`src/rtl/pipe_ctrl_pkg.sv`:
```
// Shared types and constants for the pipeline hazard controller.
package pipe_ctrl_pkg;

  typedef enum logic [1:0] {
    RUN      = 2'd0,
    MEM_WAIT = 2'd1,
    MDU_WAIT = 2'd2
  } state_t;

  localparam int         WDOG_W      = 7;
  localparam logic [6:0] MDU_TIMEOUT = 7'd64;

endpackage

```
`src/rtl/sat_counter.sv`:
```
// Event counter that sticks at all-ones instead of wrapping.
module sat_counter #(
  parameter int W = 32
) (
  input  logic         clk,
  input  logic         rst,
  input  logic         en,
  output logic [W-1:0] count
);

  always_ff @(posedge clk or posedge rst) begin
    if (rst)
      count <= '0;
    else if (en && (count != '1))
      count <= count + 1'b1;
  end

endmodule

```
`src/rtl/hazard_ctrl.sv`:
```
// Pipeline hazard controller: memory stalls, multi-cycle MDU waits,
// branch flushes and load-use interlocks, plus stall/flush counters.
module hazard_ctrl
  import pipe_ctrl_pkg::*;
(
  input  logic        clk,
  input  logic        rst,
  input  logic [4:0]  D_rs1_index,
  input  logic [4:0]  D_rs2_index,
  input  logic        D_use_rs1,
  input  logic        D_use_rs2,
  input  logic [4:0]  E_rd_index,
  input  logic        E_use_rd,
  input  logic        E_is_load,
  input  logic        E_jb,
  input  logic        im_req,
  input  logic        im_ready,
  input  logic        dm_req,
  input  logic        dm_ready,
  input  logic        mdu_start,
  input  logic        mdu_done,
  output logic        pc_hold,
  output logic        ifid_hold,
  output logic        idex_hold,
  output logic        exmem_hold,
  output logic        memwb_hold,
  output logic        ifid_flush,
  output logic        idex_bubble,
  output logic        exmem_bubble,
  output logic [31:0] stall_cycles,
  output logic [31:0] flush_count,
  output logic        mdu_timeout_err,
  output state_t      state
);

  state_t              state_nxt, eff_state;
  logic                ret_mdu, ret_mdu_nxt;
  logic                flush_pend, flush_pend_nxt;
  logic [WDOG_W-1:0]   wdog, wdog_nxt;
  logic                err_nxt;
  logic                mem_busy, load_use;

  assign mem_busy = (im_req & ~im_ready) | (dm_req & ~dm_ready);
  assign load_use = E_is_load & E_use_rd & (E_rd_index != 5'd0) &
                    ((D_use_rs1 & (D_rs1_index == E_rd_index)) |
                     (D_use_rs2 & (D_rs2_index == E_rd_index)));

  always_ff @(posedge clk or posedge rst) begin
    if (rst) begin
      state           <= RUN;
      ret_mdu         <= 1'b0;
      flush_pend      <= 1'b0;
      wdog            <= '0;
      mdu_timeout_err <= 1'b0;
    end else begin
      state           <= state_nxt;
      ret_mdu         <= ret_mdu_nxt;
      flush_pend      <= flush_pend_nxt;
      wdog            <= wdog_nxt;
      mdu_timeout_err <= err_nxt;
    end
  end

  always_comb begin
    pc_hold        = 1'b0;
    ifid_hold      = 1'b0;
    idex_hold      = 1'b0;
    exmem_hold     = 1'b0;
    memwb_hold     = 1'b0;
    ifid_flush     = 1'b0;
    idex_bubble    = 1'b0;
    exmem_bubble   = 1'b0;
    state_nxt      = state;
    ret_mdu_nxt    = ret_mdu;
    flush_pend_nxt = flush_pend;
    wdog_nxt       = wdog;
    err_nxt        = mdu_timeout_err;
    // A released memory wait acts in the same cycle as the state it interrupted.
    eff_state      = state;
    if (state == MEM_WAIT)
      eff_state = ret_mdu ? MDU_WAIT : RUN;

    if (!rst) begin
      if (mem_busy) begin
        {pc_hold, ifid_hold, idex_hold, exmem_hold, memwb_hold} = 5'b11111;
        state_nxt      = MEM_WAIT;
        flush_pend_nxt = flush_pend | E_jb;
        if (state == MDU_WAIT)
          ret_mdu_nxt = 1'b1;
        else if (state == RUN)
          ret_mdu_nxt = 1'b0;
      end else begin
        ret_mdu_nxt = 1'b0;
        if (eff_state == MDU_WAIT) begin
          if (mdu_done) begin
            state_nxt = RUN;
          end else begin
            {pc_hold, ifid_hold, idex_hold, exmem_bubble} = 4'b1111;
            wdog_nxt  = wdog + 1'b1;
            state_nxt = MDU_WAIT;
            if (wdog_nxt == MDU_TIMEOUT) begin
              err_nxt   = 1'b1;
              state_nxt = RUN;
            end
          end
        end else if (mdu_start) begin
          {pc_hold, ifid_hold, idex_hold, exmem_bubble} = 4'b1111;
          wdog_nxt  = '0;
          state_nxt = MDU_WAIT;
        end else if (E_jb || flush_pend) begin
          ifid_flush     = 1'b1;
          idex_bubble    = 1'b1;
          flush_pend_nxt = 1'b0;
          state_nxt      = RUN;
        end else begin
          if (load_use) begin
            pc_hold     = 1'b1;
            ifid_hold   = 1'b1;
            idex_bubble = 1'b1;
          end
          state_nxt = RUN;
        end
      end
    end
  end

  sat_counter #(.W(32)) u_stall_cnt (
    .clk   (clk),
    .rst   (rst),
    .en    (pc_hold),
    .count (stall_cycles)
  );

  sat_counter #(.W(32)) u_flush_cnt (
    .clk   (clk),
    .rst   (rst),
    .en    (ifid_flush),
    .count (flush_count)
  );

endmodule

```
`config.mk`:
```
export PLATFORM = sky130hd
export DESIGN_NAME = hazard_ctrl
export DESIGN_NICKNAME = d
export VERILOG_FILES = /design/src/rtl/pipe_ctrl_pkg.sv /design/src/rtl/sat_counter.sv /design/src/rtl/hazard_ctrl.sv
export SDC_FILE = /design/constraint.sdc
export NUM_CORES = 1
export LEC_CHECK = 0
export BUFFER_PORTS_ARGS = -buffer_cell sky130_fd_sc_hd__buf_2
export CORE_MARGIN = 2
export CORE_UTILIZATION = 48
export CTS_CLUSTER_DIAMETER = 80
export CTS_CLUSTER_SIZE = 24
export DETAILED_ROUTE_END_ITERATION = 8
export HOLD_SLACK_MARGIN = 0.15
export PLACE_DENSITY_LB_ADDON = 0.2
export SLEW_MARGIN = 15
export SYNTH_ARGS = -nofsm -noshare
export SYNTH_HDL_FRONTEND = slang
export SYNTH_SLANG_ARGS = --single-unit
```
`constraint.sdc`:
```
create_clock -name clk -period 3.12 [get_ports clk]
set_input_delay 0.156 -clock clk [delete_from_list [all_inputs] [get_ports clk]]
set_output_delay 0.156 -clock clk [all_outputs]
set_load 0.05 [all_outputs]
```
==> PnR_summary.wiki <==
{| class="wikitable"
! Metric !! Value
|-
| Outcome || finished clean
|-
| Vertical die dimension || 95.3 um
|-
| Fraction of the core area covered by cells at the end of the flow || 59.5%
|-
| Antenna Nets Post-Route || 0
|-
| Simple logic cell fraction of the synthesized area || 26.1%
|-
| Worst hold-check path type || input pin to register
|-
| Number of filler instances in the final layout || 739
|-
| Layout cell share with drive strength beyond 1 || ~28%
|-
| Wire length after detailed routing || 8960 um
|-
| Yosys warnings || 0
|-
| Buffer levels on the longest clock path || 2
|-
| R2r endpoint || u_flush_cnt.count[19]
|-
| Sequential share of the synthesized area || ~47%
|-
| Maximum number of pins on one net before global-route repair || 78
|-
| Post-layout minimum cycle time || roughly 2.6 ns
|-
| Count of input and output buffers || about 100
|-
| Commonest cells in the synthesized netlist || sky130_fd_sc_hd__dfrtp_1, sky130_fd_sc_hd__xnor2_1, sky130_fd_sc_hd__nand2_1
|-
| H-tree depth || 3
|-
| Largest stage delay on the critical path || between 0.5 and 0.6 ns
|-
| Clk Latency, worst-skew pair || 0.35 ns
|-
| First-pass GRT wire length || 15000 um
|-
| Cells resized by post-CTS repair || 0
|-
| Number of endpoints with negative hold slack in the final report || 0
|-
| Category of the most critical setup path || register to output port
|-
| Effective utilization at floorplan || between 40% and 50%
|-
| Depth of the most critical reg-to-reg path || 6
|-
| MaxCap Viol Count || 0
|-
| Number of clock sinks || 76
|-
| Hold path start || rst
|-
| Max Clock Skew || 0.0161 ns
|-
| Post-CTS setup buffer count || 0
|-
| Crit path max fanout || 24
|-
| Gr ovfl total || 0
|-
| DP HPWL || between 6000 and 7000 um
|-
| Post-synthesis mux area share || less than 1%
|-
| Antenna Diode Count || 0
|-
| Static leakage || about 0.0024 uW
|-
| Total power per unit cell area || 543 mW/mm^2
|-
| CTS tree || done
|-
| Post-synthesis async set-or-reset flop share || 100%
|-
| Die area || 0.00909 mm^2
|-
| Clk pin slew, worst setup/hold paths || 0.07 ns
|-
| Total vias in the final route || around 3400
|-
| Relative slew margins || a little over a third
|-
| Final #Nets || 534
|-
| Critical path arrival || 2.45 ns
|-
| Largest family of logic cells by synthesized area || simple AND/OR/NAND/NOR gates
|-
| Finish-stage setup viols || 0
|-
| Number of enable flip-flop cells after synthesis || 0
|-
| R2R setup slack || 0.65 ns
|-
| Kind of start point of the critical path || register
|-
| Post-synthesis cell type with the largest combined area || sky130_fd_sc_hd__dfrtp_1
|-
| Hold-critical path endpoint || state[1]
|-
| Worst slew pin tran || slightly below 1 ns
|-
| Root Driver || sky130_fd_sc_hd__clkbuf_8
|-
| Area share of the largest cell type after synthesis || 47.5%
|-
| Slowest cell on the critical path || sky130_fd_sc_hd__a31o_2
|-
| Signed area change from the synthesized netlist to the final layout || 20.9%
|-
| Number of hold-repair buffers added at the cts stage || 2
|-
| Number of search-and-repair iterations in the first detailed-routing pass || 4
|-
| DRT iter0 DRCs || 94
|-
| Highest clock rate || 384 MHz
|-
| Flip-flop and latch count after synthesis || 76
|-
| Count of distinct cell types in the synthesized netlist || 48
|-
| Cell with the most instances after synthesis || sky130_fd_sc_hd__dfrtp_1
|-
| Die boundary width || 95.3 um
|-
| Synthesized cell area || around 0.004 mm^2
|-
| Setup repair after global routing missed its margin || false
|-
| Endpoint kind of the worst setup timing path || output port
|-
| Top post-synthesis cells by area || sky130_fd_sc_hd__dfrtp_1, sky130_fd_sc_hd__xnor2_1, sky130_fd_sc_hd__nand4_1
|-
| Peak supply drop || 0.703 mV
|-
| Number of antenna violations at the first check in global routing || 0
|-
| Number of CTS-inserted buffers || 9
|-
| Compound-cell area share of the yosys netlist || under 10%
|-
| Number of primary I/O pins || approximately 100
|-
| Core ar. || 0.00813 mm^2
|-
| Adder-cell area share of the yosys netlist || 1.25%
|-
| Total global routing track utilization || 20.9%
|-
| Cells after Synth || a little under 400
|-
| Number of global-route vias before repair || 3177
|-
| Detailed-route wire length per cell || approximately 15 um
|-
| Data required, critical path || roughly 3.0 ns
|-
| Row count || 33
|-
| Final Wtd Congestion || roughly 0.83
|-
| Post-synthesis share of cell area spent on xor and xnor gates || 15.1%
|-
| Launch point of the worst path || state[0]
|-
| Tcrit/Tclk final || a little over four fifths
|-
| Synthesized Nets || ~430
|-
| Critical path cell sequence || nand2b_1 > o21ai_2 > a2111oi_0 > a31o_2 > buf_2
|-
| Post-Syn Area per Cell || 10.1 um^2
|-
| Post-layout power || approximately 2600 uW
|-
| Drc violations || 0
|-
| Most instantiated flip-flop cell in the synthesis netlist || sky130_fd_sc_hd__dfrtp_1
|-
| Max-slew violations || 0
|-
| Start of the worst register-to-register path || state[0]
|-
| Worst Hold Path Cells || 2
|-
| Vias per inst || 5.51
|}
layer usage:
metal | global-route usage (%) | share of wire, % | vias up
met2 | 34.4 | 49 | 67
met3 | 4.43 | 3.8 | 10
met5 | 0 | 0 | -
met4 | 6.28 | 1.1 | 0
met1 | 27.7 | 46 | 1661
li1 | - | - | 1629
logic make-up (layout without fill, tap and decap cells):
group,Yosys count,in the layout
adder cells (fa/ha/maj),4,4
buffers and inverters,24,135
multiplexers,3,3
AND/OR/NAND/NOR,180,180
XOR/XNOR,69,69
flip-flops,76,76
AO/OA/AOI/OAI,39,39
sequential cells by signal, summed over array words and instances (netlist names):
name and cells:
flush_pend 1, mdu_timeout_err 1, ret_mdu 1, state 2
u_flush_cnt.count 32, u_stall_cnt.count 32, wdog 7
layout make-up:
| type | instances | area, um^2 | share of cell area (%) |
|---|---|---|---|
| Multi-Input combinational cell | 295 | 2000 | 41.2 |
| Sequential cell | 76 | 1900 | 39.3 |
| Timing Repair Buffer | 108 | 561 | 11.6 |
| Tap cell | 105 | 131 | 2.71 |
| Clock buffer | 10 | 128 | 2.63 |
| Clock inverter | 5 | 77.6 | 1.60 |
| Inverter | 12 | 48.8 | 1.01 |
power by group:
part | internal [uW] | total (uW) | leakage (uW) | switching, uW
Combinational | 186 | 659 | 0.00122 | 474
Clock | 444 | 796 | 0.000102 | 352
Sequential | 1060 | 1180 | 0.00103 | 113
through the flow:
step / hold slack [ns] / TNS, ns / cell area [um^2] / cells / setup WS (ns)
after global routing: 0.161 / 0 / 4840 / 611 / 0.253
after global placement: 0.421 / 0 / 4620 / 594 / 0.712
final: 0.165 / 0 / 4840 / 611 / 0.516
after detailed placement: 0.449 / 0 / 4620 / 594 / 0.669
after CTS: 0.152 / 0 / 4840 / 611 / 0.513
after floorplan: 0.277 / -0.0126 / 4010 / 395 / -0.0126
placed cells by master (no fill, tap or decap), types with 5 or more instances in the layout:
master                     instances
sky130_fd_sc_hd__buf_2           102
sky130_fd_sc_hd__dfrtp_1          76
sky130_fd_sc_hd__xnor2_1          62
sky130_fd_sc_hd__nand2_1          34
sky130_fd_sc_hd__nand4_1          31
sky130_fd_sc_hd__nand3_1          29
sky130_fd_sc_hd__and3_1           21
sky130_fd_sc_hd__nor2_1           21
sky130_fd_sc_hd__inv_1            11
sky130_fd_sc_hd__o21ai_0          10
sky130_fd_sc_hd__clkbuf_8          9
sky130_fd_sc_hd__and4_1            8
sky130_fd_sc_hd__a21oi_1           7
sky130_fd_sc_hd__xor2_1            7
sky130_fd_sc_hd__nor3_1            5
how the worst max path moves through the flow:
stage | endpoint | slack (ns) | cells after the start
after floorplan | pc_hold | -0.01 | 6
after global placement | u_flush_cnt.count[11] | 0.71 | 6
after detailed placement | u_flush_cnt.count[19] | 0.67 | 6
after CTS | ifid_hold | 0.51 | 5
after global routing | ifid_hold | 0.25 | 5
final | ifid_hold | 0.52 | 5
worst max-delay path: cells and delay by family (launching register included):
family / cells / cell delay (ns)
flops: 1 / 0.45
simple gates: 1 / 0.18
compound gates: 3 / 1.10
buf+inv: 1 / 0.36
Note: power is estimated with default switching activity, not from simulation.
